**config.mk**
```make
export PLATFORM = sky130hd
export DESIGN_NAME = video_timing_gen
export DESIGN_NICKNAME = d
export VERILOG_FILES = /design/src/rtl/video_timing_gen.sv
export SDC_FILE = /design/constraint.sdc
export NUM_CORES = 1
export LEC_CHECK = 0
export ABC_AREA = 1
export BUFFER_PORTS_ARGS = -buffer_cell sky130_fd_sc_hd__buf_4
export CAP_MARGIN = 10
export CORE_UTILIZATION = 30
export CTS_CLUSTER_DIAMETER = 50
export DETAILED_ROUTE_END_ITERATION = 7
export PLACE_DENSITY = 0.49
export SETUP_SLACK_MARGIN = 0.4
export SLEW_MARGIN = 20
export SYNTH_ARGS = -nofsm -noshare
export SYNTH_HDL_FRONTEND = slang
export SYNTH_SLANG_ARGS = --single-unit
```
**constraint.sdc**
```tcl
create_clock -name clk -period 3 [get_ports clk]
set_clock_uncertainty 0.05 [all_clocks]
set_input_delay 0.6 -clock clk [delete_from_list [all_inputs] [get_ports clk]]
set_output_delay 0.6 -clock clk [all_outputs]
set_load 0.05 [all_outputs]
```
**src/rtl/video_timing_gen.sv**
```systemverilog
// ---------------------------------------------------------------------------
// video_timing_gen
//
// Parametrised raster timing generator. A clock divider produces a one-cycle
// pixel strobe every CLK_DIV clk cycles. The x/y position, data-enable and
// both sync outputs are registers that advance together on the strobe.
// Because they share one load enable, they are always mutually aligned.
//
// Optional feature macro: VTG_FRAME_CNT_EN
//   When defined, the frame_cnt port is added. It is a 16-bit frame counter
//   that advances on the (H_TOTAL-1, V_TOTAL-1) -> (0,0) wrap.
//
// Ports
//   clk         in   system clock (the only clock)
//   rst_n       in   asynchronous active-low reset
//   pix_stb     out  high in the last clk cycle of each pixel period
//   x, y        out  current raster position (CW bits each)
//   de          out  high inside the active area
//   h_sync      out  H_POL inside the horizontal sync window, else ~H_POL
//   v_sync      out  V_POL inside the vertical sync window, else ~V_POL
//   line_start  out  pix_stb while x == 0
//   frame_cnt   out  16-bit frame counter (VTG_FRAME_CNT_EN only)
//   frame_start out  pix_stb while x == 0 and y == 0
// ---------------------------------------------------------------------------
module video_timing_gen #(
  parameter int CW       = 12,
  parameter int H_ACTIVE = 640,
  parameter int H_FP     = 16,
  parameter int H_SYNC   = 96,
  parameter int H_BP     = 48,
  parameter int V_ACTIVE = 480,
  parameter int V_FP     = 10,
  parameter int V_SYNC   = 2,
  parameter int V_BP     = 33,
  parameter int H_POL    = 0,
  parameter int V_POL    = 0,
  parameter int CLK_DIV  = 10
) (
  input  logic          clk,
  input  logic          rst_n,
  output logic          pix_stb,
  output logic [CW-1:0] x,
  output logic [CW-1:0] y,
  output logic          de,
  output logic          h_sync,
  output logic          v_sync,
  output logic          line_start,
`ifdef VTG_FRAME_CNT_EN
  output logic [15:0]   frame_cnt,
`endif
  output logic          frame_start
);

  localparam int H_TOTAL = H_ACTIVE + H_FP + H_SYNC + H_BP;
  localparam int V_TOTAL = V_ACTIVE + V_FP + V_SYNC + V_BP;

  // The divider needs at least one bit, even when CLK_DIV is 1.
  localparam int DW = (CLK_DIV > 1) ? $clog2(CLK_DIV) : 1;

  localparam logic [DW-1:0] DIV_LAST = DW'(CLK_DIV - 1);

  localparam logic [CW-1:0] X_LAST   = CW'(H_TOTAL - 1);
  localparam logic [CW-1:0] Y_LAST   = CW'(V_TOTAL - 1);
  localparam logic [CW-1:0] X_ACT    = CW'(H_ACTIVE);
  localparam logic [CW-1:0] Y_ACT    = CW'(V_ACTIVE);
  localparam logic [CW-1:0] HS_START = CW'(H_ACTIVE + H_FP);
  localparam logic [CW-1:0] HS_END   = CW'(H_ACTIVE + H_FP + H_SYNC);
  localparam logic [CW-1:0] VS_START = CW'(V_ACTIVE + V_FP);
  localparam logic [CW-1:0] VS_END   = CW'(V_ACTIVE + V_FP + V_SYNC);

  localparam logic HS_ON = 1'(H_POL);
  localparam logic VS_ON = 1'(V_POL);

  logic [DW-1:0] div_cnt;
  logic [CW-1:0] x_nxt;
  logic [CW-1:0] y_nxt;
  logic          de_nxt;
  logic          hs_act_nxt;
  logic          vs_act_nxt;

  // Pixel-clock divider. div_cnt restarts at 0 on reset, so the first pixel
  // after reset release is always a full CLK_DIV cycles long.
  assign pix_stb = (div_cnt == DIV_LAST);

  always_ff @(posedge clk or negedge rst_n) begin
    if (!rst_n) begin
      div_cnt <= '0;
    end else if (pix_stb) begin
      div_cnt <= '0;
    end else begin
      div_cnt <= div_cnt + DW'(1);
    end
  end

  // Next raster position. y only moves on the x wrap, so vertical transitions
  // land on the same edge as the x -> 0 wrap.
  always_comb begin
    x_nxt = x + CW'(1);
    y_nxt = y;
    if (x == X_LAST) begin
      x_nxt = '0;
      y_nxt = (y == Y_LAST) ? '0 : (y + CW'(1));
    end
  end

  // The decode runs on the next position, so the registered outputs line up
  // with the registered x/y. Sync windows include the start and exclude the end.
  always_comb begin
    de_nxt     = (x_nxt < X_ACT) && (y_nxt < Y_ACT);
    hs_act_nxt = (x_nxt >= HS_START) && (x_nxt < HS_END);
    vs_act_nxt = (y_nxt >= VS_START) && (y_nxt < VS_END);
  end

  always_ff @(posedge clk or negedge rst_n) begin
    if (!rst_n) begin
      x      <= '0;
      y      <= '0;
      de     <= 1'b1;
      h_sync <= ~HS_ON;
      v_sync <= ~VS_ON;
    end else if (pix_stb) begin
      x      <= x_nxt;
      y      <= y_nxt;
      de     <= de_nxt;
      h_sync <= hs_act_nxt ? HS_ON : ~HS_ON;
      v_sync <= vs_act_nxt ? VS_ON : ~VS_ON;
    end
  end

  assign line_start  = pix_stb && (x == '0);
  assign frame_start = line_start && (y == '0);

`ifdef VTG_FRAME_CNT_EN
  // The counter advances on the edge that takes the raster from the last
  // pixel of a frame back to (0,0). It wraps naturally modulo 2^16.
  always_ff @(posedge clk or negedge rst_n) begin
    if (!rst_n) begin
      frame_cnt <= '0;
    end else if (pix_stb && (x == X_LAST) && (y == Y_LAST)) begin
      frame_cnt <= frame_cnt + 16'd1;
    end
  end
`endif

endmodule

```
# Word level (Yosys, flattened, before mapping)
# Cells that the tools add are included.
# totals
out_inout_bits,30
register_bits,31
in_bits,2
mem_count,0
latchBits,0
mem_bits_ro,0
ramBits,0
# op_classes
mux,6
n_lt_le_gt_ge,6
reduce_logical,7
bitwise_logic,0
n_div,0
addsub,3
n_shift,0
n_eq_ne,3
mul,0
# ops
operator,n
12-bit 2-to-1 mux,3
"12-bit by 1-bit adder with 12-bit output, second input constant",2
"12-bit by 10-bit equality test with 1-bit output, second input constant",2
12-bit logical NOT,2
"12-bit by 10-bit < comparator with 1-bit output, second input constant",2
"12-bit by 9-bit < comparator with 1-bit output, second input constant",2
"12-bit by 10-bit greater-or-equal comparator with 1-bit output, second input constant",1
"12-bit by 9-bit greater-or-equal comparator with 1-bit output, second input constant",1
1-bit logical AND,5
"4-bit by 1-bit adder with 4-bit output, second input constant",1
"4-bit equality test, second input constant",1
4-bit 2-to-1 mux,1
1-bit 2-to-1 mux,2

# Longest topological paths before layout
# depth
word_depth,6
mapped_depth,13
mapped_depth_nobuf,13

# Least setup slack after synthesis
# OpenSTA, ideal clock, no wires.
# synth_path
path_kind,reg-to-output
start,reg x[0]
end,out frame_start
required_ns,2.350
path_stages_with_launch,7
n_path_buf,0
setup_slack_ns,-0.363
arrival_time_ns,2.713
path_cell_list,dfrtp_1 > inv_1 > ha_1 > nand3_1 > nor4_1 > nand3_1 > nor4_1
# synth_via
elab_chain_cells,3
# synth_lines
element,line,source
from (decl),42,"output logic [CW-1:0] x,"
from (signal assigned),122,x <= x_nxt;
12-bit logical NOT,130,assign line_start = pix_stb && (x == '0);
1-bit logical AND,130,
1-bit logical AND,131,assign frame_start = line_start && (y == '0);
to (decl),51,output logic frame_start
# Every way passes these cells.

# Final worst setup path
# Ends and elaborated chain as after synthesis.

==> run_results.csv <==
group,metric,value,unit
outcome,outcome,"finished, final reports clean",
placement,gp_congestion,0.780,
setup_path,worstSetupEndpointType,"primary output",
timing,hold_ws,0.186,ns
final_layout,drive_gt1_share,18.1,%
logic_synthesis,synth_ff_type,"dfrtp_1",
setup_path,worstPathArrival,1.79,ns
setup_path,cp_cell_sequence,"inv_2 > ha_1 > nand3_1 > nor4_1 > nand3_1 > nor4_4 > buf_6",
detailed_routing,drt_wl_total,5.84,mm
timing,relSlewSlack,69.8,%
power_and_ir_drop,p_sw_share,25.0,%
logic_synthesis,ys_ff_latch,31,
logic_synthesis,synthCells,325,
clock_network,hold_buffers,0,
timing,worst_slew_pin_slew,0.452,ns
detailed_routing,viasPerCell,4.66,
setup_path,crit_path_frequent_cell,"nand3_1",
setup_path,r2r_end,"v_sync",
timing,fin_tns_setup,0,ns
clock_network,cts.clk_slew.worst_paths,0.08,ns
detailed_routing,vias,2124,
logic_synthesis,yosysWarningCount,0,
setup_path,reg2reg_setup_slack,0.96,ns
setup_path,critical_path_required,2.35,ns
clock_network,cts_resized,0,
grt,grt_overflow_total,0,
final_layout,antenna-diode-count,0,
die,core,0.00687,mm2
clock_network,cts.path.max_buffers,2,
die,row_count,30,
die,die_h,86.8,um
clock_network,post_cts_buffers,0,
clock_network,root_buffer,"clkbuf_8",
power_and_ir_drop,p_leak,1.27,nW
timing,post-route-period-util,81.3,%
grt,grt_antenna_before_repair,0,
setup_path,criticalPathCategory,"flip-flop to primary output",
power_and_ir_drop,p_int,0.580,mW
setup_path,critPathMaxStageDelay,0.42,ns
setup_path,slowest_stage,"dfrtp_1",
grt,grt_pass1_vias,2037,
placement,port_buffers,31,
logic_synthesis,synth_area_leaders,"dfrtp_1 32%, nand2_1 17%, nand3_1 7.7%",
logic_synthesis,synth_edf_count,0,
clock_network,htree_levels,2,
logic_synthesis,synthDistinctLibCells,28,
logic_synthesis,syn-cell-area,0.00216,mm2
die,dieArea,0.00753,mm2
detailed_routing,drt_iter0_markers,112,
setup_path,start_kind,"flip-flop",
die,die_w,86.8,um
power_and_ir_drop,seqPwrFrac,54.0,%
setup_path,critPathMaxFanout,4,
timing,finalHoldViolCount,0,
clock_network,clk_latency,0.29,ns
setup_path,crit_buf_inv,2,
final_layout,area_growth,20.4,%
min_path,min_path_type,"input port to async pin",
logic_synthesis,syn_nets,331,
flow_run,max_cap_violations,0,
power_and_ir_drop,power.share.clock,44.8,%
timing,fin_crit,2.44,ns
setup_path,reg2reg_from,"y[0]",
die,start_util,31.4,%
clock_network,cts_tree,"built",
die,io-pin-count,32,
grt,grt_usage,17.5,%
final_layout,nets,365,
power_and_ir_drop,power_density,298,mW/mm2
logic_synthesis,synth_top_cell_area_share,32.5,%
timing,setup_viol,0,
logic_synthesis,yosys.area.top_type,"dfrtp_1",
clock_network,cts_buffers,5,
detailed_routing,drt_first_pass_iters,4,
placement,hpwl,4.29,mm
setup_path,cp_top_family,"simple AND/OR/NAND/NOR gates",
power_and_ir_drop,p_comb_share,1.2,%
logic_synthesis,ys_async_sr_fraction,100,%
logic_synthesis,postSynthAreaPerCell,6.64,um2
timing,fmax,410,MHz
power_and_ir_drop,p_switching,0.193,mW
setup_path,rr_worst_depth,12,
detailed_routing,ant_nets,0,
detailed_routing,wl_per_cell,12.8,um
grt,grt_pass1_wl,10.0,mm
grt,grt_start_max_net_pins,32,
clock_network,cts.sinks,31,
timing,rsz0062_at_grt,"false",
detailed_routing,route.detailed.drc,0,
timing,timing.final.max_slew_violations,0,
power_and_ir_drop,ir_drop,0.153,mV
logic_synthesis,synth_seq_area_share,36.1,%
power groups by stage:
stage	sequential [mW]	combinational, mW	clock (mW)
2_1_floorplan	0.426	0.000000661	0
3_3_place_gp	0.426	0.0106	0
3_5_place_dp	0.426	0.0105	0
4_1_cts	0.418	0.0105	0.356
5_1_grt	0.418	0.0114	0.378
6_report	0.418	0.00919	0.346
final cells by class:
cell class	instances	area, um2
Fill cell	748	4270
Multi-Input combinational cell	242	1190
Sequential cell	31	779
Timing Repair Buffer	32	244
Inverter	47	176
Tap cell	96	120
Clock buffer	5	68.8
Clock inverter	3	20.0
cells in the mapped netlist, types with 4 or more instances:
cell     instances
ha_1             4
nor2_2           6
a21oi_1          4
nand2_1        100
nor2_1          31
nand2_2          4
nor3_1           5
inv_2            4
nand4_1         13
inv_1           43
o21ai_0         25
nand3_1         33
dfrtp_1         28
routing by layer:
| metal | share of wire [%] | GRT usage, % | vias up |
|---|---|---|---|
| met5 | 0 | 0 | - |
| met4 | 0.89 | 3.18 | 0 |
| met3 | 4.3 | 4.00 | 7 |
| met2 | 46 | 28.5 | 43 |
| met1 | 49 | 23.7 | 965 |
| li1 | - | - | 1109 |
placed cells by master, fill, tap and decap left out, types with 2 or more instances in the layout:
master / instances
a21oi_1: 4
buf_4: 31
clkbuf_8: 5
clkinvlp_4: 2
dfrtp_1: 28
dfstp_2: 3
ha_1: 4
inv_1: 42
inv_2: 5
nand2_1: 100
nand2_2: 4
nand3_1: 33
nand3_2: 2
nand4_1: 13
nor2_1: 31
nor2_2: 6
nor3_1: 5
nor4_4: 2
o21ai_0: 25
o21ai_1: 3
xor2_1: 3
registers in the layout (all words and copies together) (netlist names):
name	flops
div_cnt	4
h_sync	1
v_sync	1
de	1
y	12
x	12
per-stage QoR:
step / setup WS [ns] / instance area [um2] / instances / util, % / total power, mW
after floorplan: 0.498 / 2170 / 325 / - / 0.426
after global routing: 0.430 / 2600 / 456 / 37.8 / 0.807
after CTS: 0.458 / 2590 / 456 / 37.8 / 0.784
after detailed placement: 0.803 / 2500 / 448 / 36.5 / 0.436
after global placement: 0.796 / 2500 / 448 / 36.5 / 0.436
final: 0.560 / 2600 / 456 / 37.8 / 0.773
worst max-delay path by stage:
stage,start,endpoint,cells past startpoint
after floorplan,x[0],frame_start,6
after global placement,x[0],frame_start,7
after detailed placement,x[0],frame_start,7
after CTS,x[0],frame_start,7
after global routing,x[0],frame_start,7
final,x[0],frame_start,7
cell families after synthesis:
group	share of synthesized area [%]
AOI/OAI and AO/OA	8.12
xor gates and xnor gates	1.62
adders and majority gates	2.32
buffers and inverters	9.45
DFF	36.1
and+or+nand+nor	42.3
Power figures use the tool's default switching activity.
